--- src/rtl/sdram_bist_pkg.sv ---
// Shared types and constants for the SDRAM BIST engine:
// FSM state encoding, pattern codes, LFSR taps and checkerboard words.
package sdram_bist_pkg;

    typedef enum logic [2:0] {
        ST_IDLE,
        ST_WR,
        ST_RD,
        ST_RW,
        ST_FIN,
        ST_DONE
    } bist_state_e;

    typedef enum logic [1:0] {
        PAT_ADDR  = 2'd0,
        PAT_LFSR  = 2'd1,
        PAT_CHECK = 2'd2,
        PAT_RSVD  = 2'd3
    } pat_mode_e;

    localparam logic [31:0] LFSR_TAPS  = 32'h8020_0003;
    localparam logic [31:0] CHECK_EVEN = 32'hAAAA_AAAA;
    localparam logic [31:0] CHECK_ODD  = 32'h5555_5555;

    // One step of the right-shifting Galois LFSR.
    function automatic logic [31:0] lfsr_step(input logic [31:0] s);
        return (s >> 1) ^ (s[0] ? LFSR_TAPS : 32'h0);
    endfunction

endpackage

--- src/rtl/bist_pattern_gen.sv ---
// Test pattern source shared by the write and read passes.
// Ports: clk/rst, mode, addr, load (reseed LFSR), advance (step LFSR), pattern.
module bist_pattern_gen
    import sdram_bist_pkg::*;
#(
    parameter int          ADDR_W    = 23,
    parameter int          DATA_W    = 32,
    parameter logic [31:0] LFSR_SEED = 32'h0000_0001
) (
    input  logic              clk,
    input  logic              rst,
    input  pat_mode_e         mode,
    input  logic [ADDR_W-1:0] addr,
    input  logic              load,
    input  logic              advance,
    output logic [DATA_W-1:0] pattern
);

    logic [31:0] lfsr;

    always_ff @(posedge clk) begin
        if (rst || load) begin
            lfsr <= LFSR_SEED;
        end else if (advance) begin
            lfsr <= lfsr_step(lfsr);
        end
    end

    always_comb begin
        pattern = DATA_W'(addr);
        unique case (mode)
            PAT_LFSR:  pattern = DATA_W'(lfsr);
            PAT_CHECK: pattern = addr[0] ? DATA_W'(CHECK_ODD)
                                         : DATA_W'(CHECK_EVEN);
            default:   pattern = DATA_W'(addr);
        endcase
    end

endmodule

--- src/rtl/sdram_bist_engine.sv ---
// Write-then-verify BIST master on the SDRAM controller command port.
// Ports: clk/rst, start/pattern_sel, cmd_* command port, data_out read
// return, busy/done/pass/timeout status, err_count, first_err_*, cur_addr.
module sdram_bist_engine
    import sdram_bist_pkg::*;
#(
    parameter int                ADDR_W      = 23,
    parameter int                DATA_W      = 32,
    parameter logic [ADDR_W-1:0] ADDR_LAST   = 23'h7F_FFFF,
    parameter logic [31:0]       LFSR_SEED   = 32'h0000_0001,
    parameter int                RD_TIMEOUT  = 1024,
    parameter bit                STOP_ON_ERR = 1'b0
) (
    input  logic              clk,
    input  logic              rst,
    input  logic              start,
    input  logic [1:0]        pattern_sel,
    input  logic              cmd_ready,
    output logic              cmd_enable,
    output logic              cmd_wr,
    output logic [3:0]        cmd_byte_enable,
    output logic [ADDR_W-1:0] cmd_address,
    output logic [DATA_W-1:0] cmd_data_in,
    input  logic [DATA_W-1:0] data_out,
    input  logic              data_out_ready,
    output logic              busy,
    output logic              done,
    output logic              pass,
    output logic              timeout,
    output logic [15:0]       err_count,
    output logic [ADDR_W-1:0] first_err_addr,
    output logic [DATA_W-1:0] first_err_exp,
    output logic [DATA_W-1:0] first_err_got,
    output logic [ADDR_W-1:0] cur_addr
);

    localparam int TW = $clog2(RD_TIMEOUT) + 1;
    localparam logic [TW-1:0] TMO_LAST = TW'(RD_TIMEOUT - 1);

    bist_state_e       state;
    pat_mode_e         mode_q;
    logic [TW-1:0]     tmo_cnt;
    logic [DATA_W-1:0] pat;

    logic accept;
    logic start_ok;
    logic at_last;
    logic rd_hit;
    logic mismatch;
    logic rd_stop;
    logic pg_load;
    logic pg_adv;

    assign accept   = cmd_enable && cmd_ready;
    assign start_ok = start && (state == ST_IDLE || state == ST_DONE);
    assign at_last  = (cur_addr == ADDR_LAST);
    assign rd_hit   = (state == ST_RW) && data_out_ready;
    assign mismatch = (data_out != pat);
    assign rd_stop  = at_last || (STOP_ON_ERR && mismatch);

    // The LFSR reseeds at start and again when the write pass wraps,
    // so the read pass regenerates exactly the written sequence.
    assign pg_load = start_ok
                  || (state == ST_WR && accept && at_last);
    assign pg_adv  = (state == ST_WR && accept && !at_last)
                  || (rd_hit && !rd_stop);

    assign cmd_byte_enable = 4'b1111;
    assign cmd_address     = cur_addr;
    assign cmd_data_in     = pat;

    bist_pattern_gen #(
        .ADDR_W    (ADDR_W),
        .DATA_W    (DATA_W),
        .LFSR_SEED (LFSR_SEED)
    ) u_pat (
        .clk     (clk),
        .rst     (rst),
        .mode    (mode_q),
        .addr    (cur_addr),
        .load    (pg_load),
        .advance (pg_adv),
        .pattern (pat)
    );

    always_ff @(posedge clk) begin
        if (rst) begin
            state          <= ST_IDLE;
            mode_q         <= PAT_ADDR;
            tmo_cnt        <= '0;
            cmd_enable     <= 1'b0;
            cmd_wr         <= 1'b0;
            busy           <= 1'b0;
            done           <= 1'b0;
            pass           <= 1'b0;
            timeout        <= 1'b0;
            err_count      <= '0;
            first_err_addr <= '0;
            first_err_exp  <= '0;
            first_err_got  <= '0;
            cur_addr       <= '0;
        end else begin
            unique case (state)
                ST_IDLE, ST_DONE: begin
                    if (start) begin
                        mode_q <= (pattern_sel == PAT_RSVD)
                                  ? PAT_ADDR
                                  : pat_mode_e'(pattern_sel);
                        err_count      <= '0;
                        timeout        <= 1'b0;
                        first_err_addr <= '0;
                        first_err_exp  <= '0;
                        first_err_got  <= '0;
                        cur_addr       <= '0;
                        busy           <= 1'b1;
                        done           <= 1'b0;
                        pass           <= 1'b0;
                        cmd_enable     <= 1'b1;
                        cmd_wr         <= 1'b1;
                        state          <= ST_WR;
                    end
                end

                // cmd_enable drops for one cycle after every accept.
                ST_WR: begin
                    if (accept) begin
                        cmd_enable <= 1'b0;
                        if (at_last) begin
                            cur_addr <= '0;
                            cmd_wr   <= 1'b0;
                            state    <= ST_RD;
                        end else begin
                            cur_addr <= cur_addr + 1'b1;
                        end
                    end else if (!cmd_enable) begin
                        cmd_enable <= 1'b1;
                    end
                end

                ST_RD: begin
                    if (accept) begin
                        cmd_enable <= 1'b0;
                        tmo_cnt    <= '0;
                        state      <= ST_RW;
                    end else if (!cmd_enable) begin
                        cmd_enable <= 1'b1;
                        cmd_wr     <= 1'b0;
                    end
                end

                // A strobe on the terminal-count cycle still wins.
                ST_RW: begin
                    if (data_out_ready) begin
                        if (mismatch) begin
                            if (err_count == '0) begin
                                first_err_addr <= cur_addr;
                                first_err_exp  <= pat;
                                first_err_got  <= data_out;
                            end
                            if (err_count != 16'hFFFF) begin
                                err_count <= err_count + 1'b1;
                            end
                        end
                        if (rd_stop) begin
                            state <= ST_FIN;
                        end else begin
                            cur_addr <= cur_addr + 1'b1;
                            state    <= ST_RD;
                        end
                    end else if (tmo_cnt == TMO_LAST) begin
                        timeout <= 1'b1;
                        state   <= ST_FIN;
                    end else begin
                        tmo_cnt <= tmo_cnt + 1'b1;
                    end
                end

                ST_FIN: begin
                    busy  <= 1'b0;
                    done  <= 1'b1;
                    pass  <= (err_count == '0) && !timeout;
                    state <= ST_DONE;
                end

                default: state <= ST_IDLE;
            endcase
        end
    end

endmodule
--- config.mk ---
export PLATFORM = sky130hd
export DESIGN_NAME = sdram_bist_engine
export DESIGN_NICKNAME = d
export VERILOG_FILES = /design/src/rtl/sdram_bist_pkg.sv /design/src/rtl/bist_pattern_gen.sv /design/src/rtl/sdram_bist_engine.sv
export SDC_FILE = /design/constraint.sdc
export NUM_CORES = 1
export LEC_CHECK = 0
export BUFFER_PORTS_ARGS = -buffer_cell sky130_fd_sc_hd__buf_4
export CAP_MARGIN = 20
export CELL_PAD_IN_SITES_DETAIL_PLACEMENT = 2
export CELL_PAD_IN_SITES_GLOBAL_PLACEMENT = 2
export CORE_MARGIN = 2
export CORE_UTILIZATION = 34
export CTS_CLUSTER_SIZE = 25
export DETAILED_ROUTE_END_ITERATION = 6
export HOLD_SLACK_MARGIN = 0.03
export PLACE_DENSITY = 0.95
export SYNTH_ARGS = -nofsm -noshare
export SYNTH_HDL_FRONTEND = slang
export SYNTH_SLANG_ARGS = --single-unit
--- constraint.sdc ---
create_clock -name clk -period 4.55 [get_ports clk]
set_clock_uncertainty 0.05 [all_clocks]
set_input_delay 0.91 -clock clk [delete_from_list [all_inputs] [get_ports clk]]
set_output_delay 0.91 -clock clk [all_outputs]
set_load 0.01 [all_outputs]
# Word level (Yosys, flattened, before mapping)
# Cells that the tools add are included.
# Widths: inputs -> output; s select.
[classes]
addsub = 3
n_eq_ne = 27
mux = 55
n_bitwise = 1
n_reduce_logical = 34
[op_table]
columns = ["operator", "count"]
rows = [
  ["$mux 32", 9],
  ["$pmux 32 s2", 3],
  ["$mux 23", 8],
  ["$pmux 23 s3", 1],
  ["$mux 16", 4],
  ["$pmux 23 s2", 1],
  ["$mux 11", 3],
  ["$ne 32x32->1", 1],
  ["$pmux 16 s2", 1],
  ["$xor 31x32->32", 1],
  ["$add 23x1->23 const B", 1],
  ["$eq 23x23->1 const B", 1],
  ["$ne 2x2->1 const B", 11],
  ["$pmux 11 s2", 1],
  ["$mux 3", 7],
  ["$reduce_and 5->1", 4],
  ["$add 16x1->16 const B", 1],
  ["$logic_not 16->1", 1],
  ["$ne 16x16->1 const B", 1],
  ["$pmux 3 s5", 1],
  ["$add 11x1->11 const B", 1],
  ["$eq 11x10->1 const B", 1],
  ["$pmux 1 s2", 5],
  ["$mux 1", 9],
  ["19 further kinds", 43],
]
[totals]
regBits = 180
input_bits = 39
output_inout_bits = 191
wordCells = 135

# Logic depth before layout (Yosys ltp)
# Gate-level depths: netlist of the first run.
[depth]
ltp_word = 6
mapped_depth = 15
mapped_depth_nobuf = 10

# Cells and area by module
# Synthesis of the first run repeated with hierarchy kept, for this count alone.
[hier_totals]
hier_cells = 1120
area_unflattened_um2 = 9202.6
[by_module_without_submodules]
columns = ["mod", "n_inst", "cells_each", "area_each_um2", "seq_area_each_um2"]
rows = [
  ["sdram_bist_engine", 1, 905, 7365.8, 2962.8],
  ["bist_pattern_gen", 1, 215, 1836.8, 640.6],
]

# Worst setup path before layout of the first run
# No wires, ideal clock.
[synth_path]
path_type = "flip-flop to flip-flop"
start = "register mode_q[0]"
end = "register err_count[0]"
setup_time_ns = 0.059
arrival_time_ns = 2.920
required_ns = 4.441
setup_slack_ns = 1.521
path_stages_with_launch = 14
path_buffers = 3
period_less_slack_ns = 3.029
path_cell_list = "dfxtp_1 inv_1 ha_1 buf_4 nor2b_1 a31oi_1 xor2_1 nor4_1 nand4_1 or4_1 buf_2 a21oi_2 buf_6 mux2_2"
[synth_between]
elab_chain_cells = 5
elab_cells_between_ends = 6
cone_classes = "eq/ne (4); mux (1); reduce/logical (1)"
[synth_rtl]
columns = ["item", "line_no", "rtl"]
rows = [
  ["start: declaration", "sdram_bist_engine.sv:41", "pat_mode_e mode_q;"],
  ["start signal: assignment", "sdram_bist_engine.sv:106", "mode_q <= (pattern_sel == PAT_RSVD)"],
  ["$eq 2x2->1 or $eq 2x1->1 (tied branches)", "bist_pattern_gen.sv:31", "unique case (mode)"],
  ["$pmux 32 s2 (*)", "bist_pattern_gen.sv:31", ""],
  ["via cmd_data_in[3]", "sdram_bist_engine.sv:23", "output logic [DATA_W-1:0] cmd_data_in,"],
  ["$ne 32x32->1 (*)", "sdram_bist_engine.sv:58", "assign mismatch = (data_out != pat);"],
  ["$ne 2x2->1 (no line) (*)", "-", ""],
  ["$reduce_and 5->1 (no line) (*)", "-", ""],
  ["end signal: assignment", "sdram_bist_engine.sv:161", "err_count <= err_count + 1'b1;"],
  ["end: declaration", "sdram_bist_engine.sv:30", "output logic [15:0] err_count,"],
]
# The timed path passes the listed nets; every way through them passes the cells marked *.
# A chain may end at the register's enable or synchronous reset.

# Final worst setup path of the first run
[layout_path]
start = "register mode_q[0]"
end = "register err_count[4]"
[layout_between]
elab_chain_cells = 5
elab_cells_between_ends = 6
cone_classes = "eq/ne (4); mux (1); reduce/logical (1)"
[layout_rtl]
columns = ["item", "line_no"]
rows = [
  ["$eq 2x2->1 or $eq 2x1->1 (tied branches)", "bist_pattern_gen.sv:31"],
  ["$pmux 32 s2 (*)", "bist_pattern_gen.sv:31"],
  ["$ne 32x32->1 (*)", "sdram_bist_engine.sv:58"],
  ["$ne 2x2->1 (no line) (*)", "-"],
  ["$reduce_and 5->1 (no line) (*)", "-"],
]
# Mark *: on every way between the ends. The rest lies on a longest branch, timed or not.

==> impl.org, run 1 <==
** Final layout
- Share of post-route cells with drive strength above 1 :: 0.266
- Leaving out fill and tap cells, the most frequent cell in the layout is sky130_fd_sc_hd__buf_4.
- In the layout the commonest cells are sky130_fd_sc_hd__buf_4 (242), sky130_fd_sc_hd__dfxtp_1 (180), sky130_fd_sc_hd__nor2_1 (95).
- Layout fillers :: 2745
- Number of nets in the final layout :: 1211
- Post-Layout Cell Count :: 1514
- The area growth from synthesis to layout is 26.4%.
- Number of inserted diodes :: 0
- At the end of the flow the core is filled with cells to 0.438.

** Power and ir drop
- Of the total power, the clock network draws 0.424.
- IR analysis of the VDD net gives a maximum drop of 267 uV.
- Switching power summed over all nets :: 1.18 mW
- Combinational share of power :: 0.142
- Of the total power, the share spent switching nets is 0.318.
- Areal power density over the cells :: 326 nW/um^2
- Of the total power, registers draw 0.434.
- Internal power :: 2.53 mW
- Leakage dissipation :: 5.88 nW
- After layout, the design draws a total of 3.71 mW.

** STA
- Total of endpoints with negative setup slack in the final report :: 0
- Measured against its own limit, the worst slew margin works out to 0.262.
- Setup repair after global routing missed its margin :: no
- The worst path in the final design needs a cycle of 4.51 ns, including I/O delays and setup.
- Final-layout setup total negative slack :: 0 ns
- Derived from the worst setup path, the maximum achievable clock frequency is 222 MHz.
- Dividing the final minimum period by the clock period gives 0.990.
- Number of pins exceeding their max-slew limit in the final report :: 0
- Fin. Hold Viols :: 0
- For the pin with the worst max-slew slack, the measured transition is 1.11 ns.
- Hold WS :: 0.418 ns

** Yosys
- Of the synthesized area, sequential elements account for 0.401.
- Post-synthesis area per instance :: 8.89 um^2
- EDFF count, synth :: 0
- Share of async-settable or async-resettable flops after synthesis :: 0
- Post-synthesis cell type count :: 64
- Most used flip-flop cell after synthesis :: sky130_fd_sc_hd__dfxtp_1
- Syn Inst Count :: 1012
- Synth Cell Area :: 8990 um^2
- During synthesis, Yosys emitted a total of 0 warnings.
- Register bit count reported by yosys :: 180

** Hold path
- Hold Crit Depth :: 2
- The startpoint identified for the worst hold timing path is first_err_exp[12].
- Class of the tightest hold or removal check :: reg -> reg
- Sink of the worst hold path :: first_err_exp[12]

** GRT
- Global routing finished with a remaining overflow of 0.
- Antenna violations before repair :: 0
- Total routing usage reported by global routing :: 0.322
- Entering global routing, the biggest net connects 74 pins.
- First-pass GRT wire length :: 68700 um
- Vias in the first global route :: 10.1k

** Route
- Routed length per placed instance :: 32.3 um
- Via count of the routed design :: 9735
- In the routed layout, each cell is associated on average with a via count of 6.43.
- Final routed DRC violation total :: 0
- For this block, the routed nets add up to 48900 um of wire.
- DRC marker count from the first detailed-route iteration :: 1256
- First-pass detailed-route iteration total :: 6
- The detail route stage leaves a number of antenna-violating nets equal to 0.

** Clock network
- After clock tree synthesis, the clock-pin slew on the worst setup and hold paths is 0.08 ns.
- Deepest clock path buffer count :: 2
- Clock root buffer master :: sky130_fd_sc_hd__clkbuf_16
- In this run, post-CTS hold repair placed 0 buffers.
- Count of clock tree sinks :: 180
- TritonCTS clock tree :: yes
- Number of H-tree branching levels :: 4
- Total clock buffers created by CTS :: 17
- Latest clock arrival within the worst-skew pair :: 0.46 ns

** Floorplanning
- Vertical die dimension :: 167 um
- Die outline area :: 27800 um^2
- Starting density of the core :: 0.346
- The initialized floorplan defines 59 standard-cell rows.
- The region available for standard cell placement spans 26000 um^2.
- Top-level port count :: 230
- The die is 167 um wide.

** Setup path
- Among the stages of the critical path, the cell type that occurs most often is sky130_fd_sc_hd__buf_4.
- Setup crit end kind :: register
- Critical path launch point type :: register
- In this run the register-to-register setup slack is 0.04 ns.
- The endpoint identified for the worst register-to-register timing path is err_count[4].
- Reg2Reg Depth :: 11
- The worst register-to-register path begins at mode_q[0].
- Library cell contributing the largest single delay on the critical path :: sky130_fd_sc_hd__or4_1
- For the worst setup path, the data required time is 4.85 ns.
- Traced cell by cell, the critical path runs through ha_1, buf_4, nand2_1, a31oi_2, xor2_1, nor4_1, nand4_1, or4_1, buf_4, and3_1, o22a_1.
- Data arrival time of the worst path :: 4.81 ns
- In this design, the stage delay of the slowest critical-path cell is 0.90 ns.
- Biggest fanout along the worst timing path :: 24
- The worst setup path is of the reg -> reg kind.

** Status
- Outcome :: completed

** Place
- Port buffering added 225 buffers.
- DPL Wire Length :: 29000 um
- GP Congestion :: 0.809
- The number of placed instances, taps included, is 1480.

** Flow run
- Max Cap Viol :: 0
[how the worst max path moves through the flow]
stage	start	end	depth (start not counted)
2_1_floorplan	mode_q[0]	err_count[0]	13
3_3_place_gp	mode_q[0]	err_count[0]	10
3_5_place_dp	mode_q[1]	first_err_addr[15]	10
4_1_cts	mode_q[0]	first_err_addr[15]	11
5_1_grt	mode_q[0]	err_count[4]	11
6_report	mode_q[0]	err_count[4]	11
[synthesized netlist by cell type (5+ instances only)]
master,n,area share
sky130_fd_sc_hd__nand4_1,28,0.019
sky130_fd_sc_hd__a31oi_1,10,0.0070
sky130_fd_sc_hd__mux2i_1,40,0.045
sky130_fd_sc_hd__nor2_1,97,0.040
sky130_fd_sc_hd__a221o_1,13,0.014
sky130_fd_sc_hd__ha_1,6,0.0083
sky130_fd_sc_hd__and3_1,15,0.010
sky130_fd_sc_hd__a41o_1,55,0.061
sky130_fd_sc_hd__or3_1,5,0.0035
sky130_fd_sc_hd__xor2_1,32,0.031
sky130_fd_sc_hd__nor3_1,15,0.0083
sky130_fd_sc_hd__nand2b_1,6,0.0042
sky130_fd_sc_hd__clkbuf_1,56,0.023
sky130_fd_sc_hd__xnor2_1,28,0.027
sky130_fd_sc_hd__nand2_1,94,0.039
sky130_fd_sc_hd__a31o_2,12,0.012
sky130_fd_sc_hd__o211a_1,68,0.076
sky130_fd_sc_hd__buf_4,31,0.026
sky130_fd_sc_hd__o21ai_0,34,0.019
sky130_fd_sc_hd__nand3b_1,5,0.0042
sky130_fd_sc_hd__a21oi_1,35,0.019
sky130_fd_sc_hd__inv_1,22,0.0092
sky130_fd_sc_hd__and4_1,5,0.0049
sky130_fd_sc_hd__nor2b_1,10,0.0070
sky130_fd_sc_hd__dfxtp_1,180,0.40
sky130_fd_sc_hd__nor4_1,8,0.0056
sky130_fd_sc_hd__buf_2,18,0.010
sky130_fd_sc_hd__nand3_1,24,0.013
[final cells by class]
class	count	area, um^2	area share
clock buffer	19	443	0.0390
inverter	24	92.6	0.00814
sequential	180	3600	0.317
multi-input combinational	698	4800	0.422
clock inverter	13	139	0.0122
tap	335	419	0.0369
timing repair buffer	245	1870	0.164
[critical path: cells and delay by family, from the launching register on]
family	cells	cell delay, ns
and+or+nand+nor	5	1.99
buffers and inverters	2	0.70
AOI/OAI and AO/OA	2	0.59
DFF	1	0.45
adders and majority gates	1	0.44
xor gates and xnor gates	1	0.15
[metal layers]
metal,share of wire,vias to the layer above,wire [um],global-route usage
met4,0.059,0,2910,0.150
li1,-,3958,-,-
met5,0,-,0,0
met3,0.083,191,4070,0.0675
met2,0.49,689,23800,0.560
met1,0.37,4897,18100,0.379
[power by group through the flow]
stage / combinational (mW) / sequential, mW / clock (mW)
finish: 0.525 / 1.61 / 1.57
global route: 0.542 / 1.61 / 1.64
CTS: 0.497 / 1.61 / 1.55
detailed placement: 0.476 / 1.64 / 0
global placement: 0.452 / 1.64 / 0
floorplan: 0.290 / 1.63 / 0
[state kept, by name (all words and copies together) (netlist names), 2 cells and up]
name and count:
tmo_cnt 11, u_pat.lfsr 32, first_err_got 32, cmd_address 23, mode_q 2, err_count 16, first_err_exp 32, state 3
first_err_addr 23
[repair_timing]
| item | 4_1_cts | 5_1_grt |
|---|---|---|
| hold endpoints to repair | 0 | 0 |
| resized for setup | 1 | 6 |
| setup buffers | 0 | 0 |
| setup endpoints to repair | 58 | 60 |
[stage by stage]
step / setup WS [ns] / area [um^2]
floorplan: 1.52 / 9000
global placement: 0.603 / 10700
detailed placement: 0.273 / 10700
CTS: 0.0293 / 11300
global route: 0.123 / 11400
finish: 0.0440 / 11400
[kinds of logic after synthesis]
group / share of synthesized area
simple gates: 0.174
flops: 0.401
other cells: 0.000417
buf+inv: 0.0753
xor+xnor: 0.0584
compound gates: 0.237
fa+ha+maj: 0.00835
mux: 0.0458
(Power assumes the default switching activity.)
==> run 2: changes to the inputs <==
--- a/config.mk
+++ b/config.mk
@@ -15,6 +15,7 @@
 export DETAILED_ROUTE_END_ITERATION = 6
 export HOLD_SLACK_MARGIN = 0.03
 export PLACE_DENSITY = 0.95
+export SETUP_SLACK_MARGIN = 0.15
 export SYNTH_ARGS = -nofsm -noshare
 export SYNTH_HDL_FRONTEND = slang
 export SYNTH_SLANG_ARGS = --single-unit
==> run 2 against run 1 <==
Critical path depth rose by 1. Total power up 0.24%. Maximum frequency grew 5.4%. Hold slack gained 0.00079 ns. Highest routed layer unchanged. Die area stayed put. Wire length fell by 0.56%. Non-clock buffer count unchanged. Global-route usage rose by 1.5 points.
==> impl.org, run 2 (synthesis results as in run 1) <==
** Floorplanning
- Die outline area :: 27800 um^2 (unchanged)
- The die boundary width is 167 um (unchanged).
- The overall die height came to 167 um (unchanged).
- The starting density of the core was 0.346 (unchanged).
- The placeable core region came to 26000 um^2 (unchanged).
- Site row count :: 59 (unchanged)
- The number of placed I/O pins is 230 (unchanged).

** Route
- The count of vias placed by the detailed router came to 9800 (+0.67%).
- The wire length reported by the detailed router came to 48600 um (-0.56%).
- Routed length per placed instance :: 32.1 um (-0.56%)
- The number of DRC markers in iteration 0 came to 1256 (unchanged).
- Residual antenna-violating net count after detailed routing :: 0 (unchanged)
- Final routed DRC violation total :: 0 (unchanged)
- Vias per Instance :: 6.47 (+0.67%)
- First-pass detailed-route iteration total :: 7 (+1)

** GRT
- The number of global-route vias before repair came to 10.3k (+1.8%).
- Largest net degree at the start of global routing :: 74 (unchanged)
- The overall overflow remaining after global route was 0 (unchanged).
- Total routing usage reported by global routing :: 0.337 (+0.0151)
- The wire length of the first global-routing pass came to 71200 um (+3.7%).
- Antenna violations before repair :: 0 (unchanged)

** Final layout
- Layout fillers :: 2730 (-0.55%)
- The total area of multi-input combinational cells was 4810 um^2 (+0.21%).
- Area Overhead vs Synth :: 26.6%
- The library cells used most frequently in the layout, excluding fill and tap cells, are sky130_fd_sc_hd__buf_4 (241), sky130_fd_sc_hd__dfxtp_1 (180), sky130_fd_sc_hd__nor2_1 (95).
- Leading cell type in the layout, fill and taps excluded :: sky130_fd_sc_hd__buf_4
- Largest registers :: first_err_exp x32, first_err_got x32, u_pat.lfsr x32
- Number of inserted diodes :: 0 (unchanged)
- Finished Cell Area :: 11400 um^2 (+0.12%)
- Number of nets in the final layout :: 1211 (unchanged)
- The area used by sequential logic in the layout is 3600 um^2 (unchanged).
- The fraction of layout instances using a drive strength above 1 was 0.268 (+0.00170).

** Setup path
- The worst setup path is captured at a register.
- Buffering stage count on the worst path with inverters included :: 3 (+1)
- The arrival time at the worst endpoint came to 4.57 ns (-0.24 ns).
- Critical path launch point type :: register
- Biggest fanout along the worst timing path :: 73 (+200%)
- The longest individual stage delay on the worst path is 0.56 ns (-0.34 ns).
- The kind of cell with the highest combined delay along the critical path is simple AND/OR/NAND/NOR gates.
- The critical path goes through inv_1, ha_2, buf_4, nor2b_1, a31oi_2, xor2_1, nor4_1, nand4_1, nor4_4, buf_12, nor3_2, a221o_1.
- The required time of the critical path was 4.85 ns (about the same).
- Library cell contributing the largest single delay on the critical path :: sky130_fd_sc_hd__ha_2
- Setup Crit Path Kind :: reg -> reg

** STA
- Final cycle utilization of the critical path :: 0.940 (-0.0503)
- Setup repair after global routing missed its margin :: no
- Final-layout setup total negative slack :: 0 ns (unchanged)
- Worst-case headroom to the max-slew limit :: 0.295 (+0.0327)
- Hold WS :: 0.418 ns (+0.000792 ns)
- The number of hold violations in the final report was 0 (unchanged).
- The setup-violating endpoint count in the final report is 0 (unchanged).
- The final critical-path required period was 4.28 ns (-0.229 ns).
- The final worst slack came to 0.273 ns (+0.229 ns).
- Number of pins exceeding their max-slew limit in the final report :: 0 (unchanged)
- The highest clock rate was 234 MHz (+5.4%).
- The slew of the pin with the lowest slew margin was 1.06 ns (-0.0490 ns).

** Place
- The detailed-placement wirelength estimate came to 29000 um (unchanged).
- DP Area :: 10700 um^2 (unchanged)
- The count of port buffers added during placement is 225 (unchanged).
- Setup WS pre-CTS :: 0.273 ns (unchanged)
- The weighted congestion reported at the end of routability-driven placement came to 0.809 (unchanged).

** Clock network
- The clock-pin slew on the worst setup and hold paths was 0.08 ns (about the same).
- Setup Buffers After CTS :: 0 (unchanged)
- TritonCTS clock tree :: yes
- Post-CTS Hold Buffers :: 0 (unchanged)
- Number of H-tree branching levels :: 4 (unchanged)
- Total clock buffers created by CTS :: 17 (unchanged)
- Latest clock arrival within the worst-skew pair :: 0.46 ns (about the same)
- The cell sitting at the root of the clock tree is a sky130_fd_sc_hd__clkbuf_16.
- The maximum number of buffers from clock root to sink is 2 (unchanged).
- The total number of clock tree sinks is 180 (unchanged).

** Flow run
- The max-capacitance violation count came to 0 (unchanged).

** Power and ir drop
- Worst vdd rail ir drop :: 255 uV (-4.5%)
- The total power divided by cell area was 326 nW/um^2 (+0.12%).
- Leakage dissipation :: 5.88 nW (about the same)

** Hold path
- The worst hold path belongs to the class reg -> reg.

** Status
- Outcome :: completed
-- run 2: path summary, 6_finish.rpt --
check,from,to,slack (ns),cells past startpoint
setup reg to reg,mode_q[0],err_count[6],0.27,12
hold reg to reg,first_err_exp[30],first_err_exp[30],0.42,2
hold / removal,first_err_exp[30],first_err_exp[30],0.42,2
setup / recovery,mode_q[0],err_count[6],0.27,12
-- run 2: timing repair --
item,CTS,global route
setup endpoints to repair,71,64
pin swaps,0,0
resized for setup,4,6
-- run 2: worst min-delay path, cell delays in order, from the launching register on --
cell and delay [ns]:
sky130_fd_sc_hd__dfxtp_1 0.32, sky130_fd_sc_hd__nand2_1 0.05, sky130_fd_sc_hd__mux2i_1 0.05
-- run 2: per-stage QoR --
step           instances  power (mW)  utilization
6_report            1514        3.72        0.438
5_1_grt             1514        3.80        0.438
4_1_cts             1512        3.65        0.436
3_5_place_dp        1480        2.12        0.412
3_3_place_gp        1480        2.09        0.412
2_1_floorplan       1015        1.93            -
-- run 2: power breakdown --
part / total, mW / internal [mW] / switching (mW)
Combinational: 0.529 / 0.153 / 0.376
Sequential: 1.61 / 1.59 / 0.0228
Clock: 1.58 / 0.792 / 0.787
Total: 3.72 / 2.53 / 1.19
-- run 2: layout make-up --
cell class / instances / share of cell area
Clock buffer: 19 / 0.0389
Clock inverter: 13 / 0.0122
Inverter: 24 / 0.00813
Multi-Input combinational cell: 698 / 0.423
Sequential cell: 180 / 0.317
Tap cell: 335 / 0.0368
Timing Repair Buffer: 245 / 0.165
-- run 2: layer usage --
metal  vias up  GRT usage  wire length [um]
met4         0      0.206              3330
li1       3966          -                 -
met1      4943      0.394             18000
met3       209     0.0632              3890
met5         -          0                 0
met2       682      0.572             23400
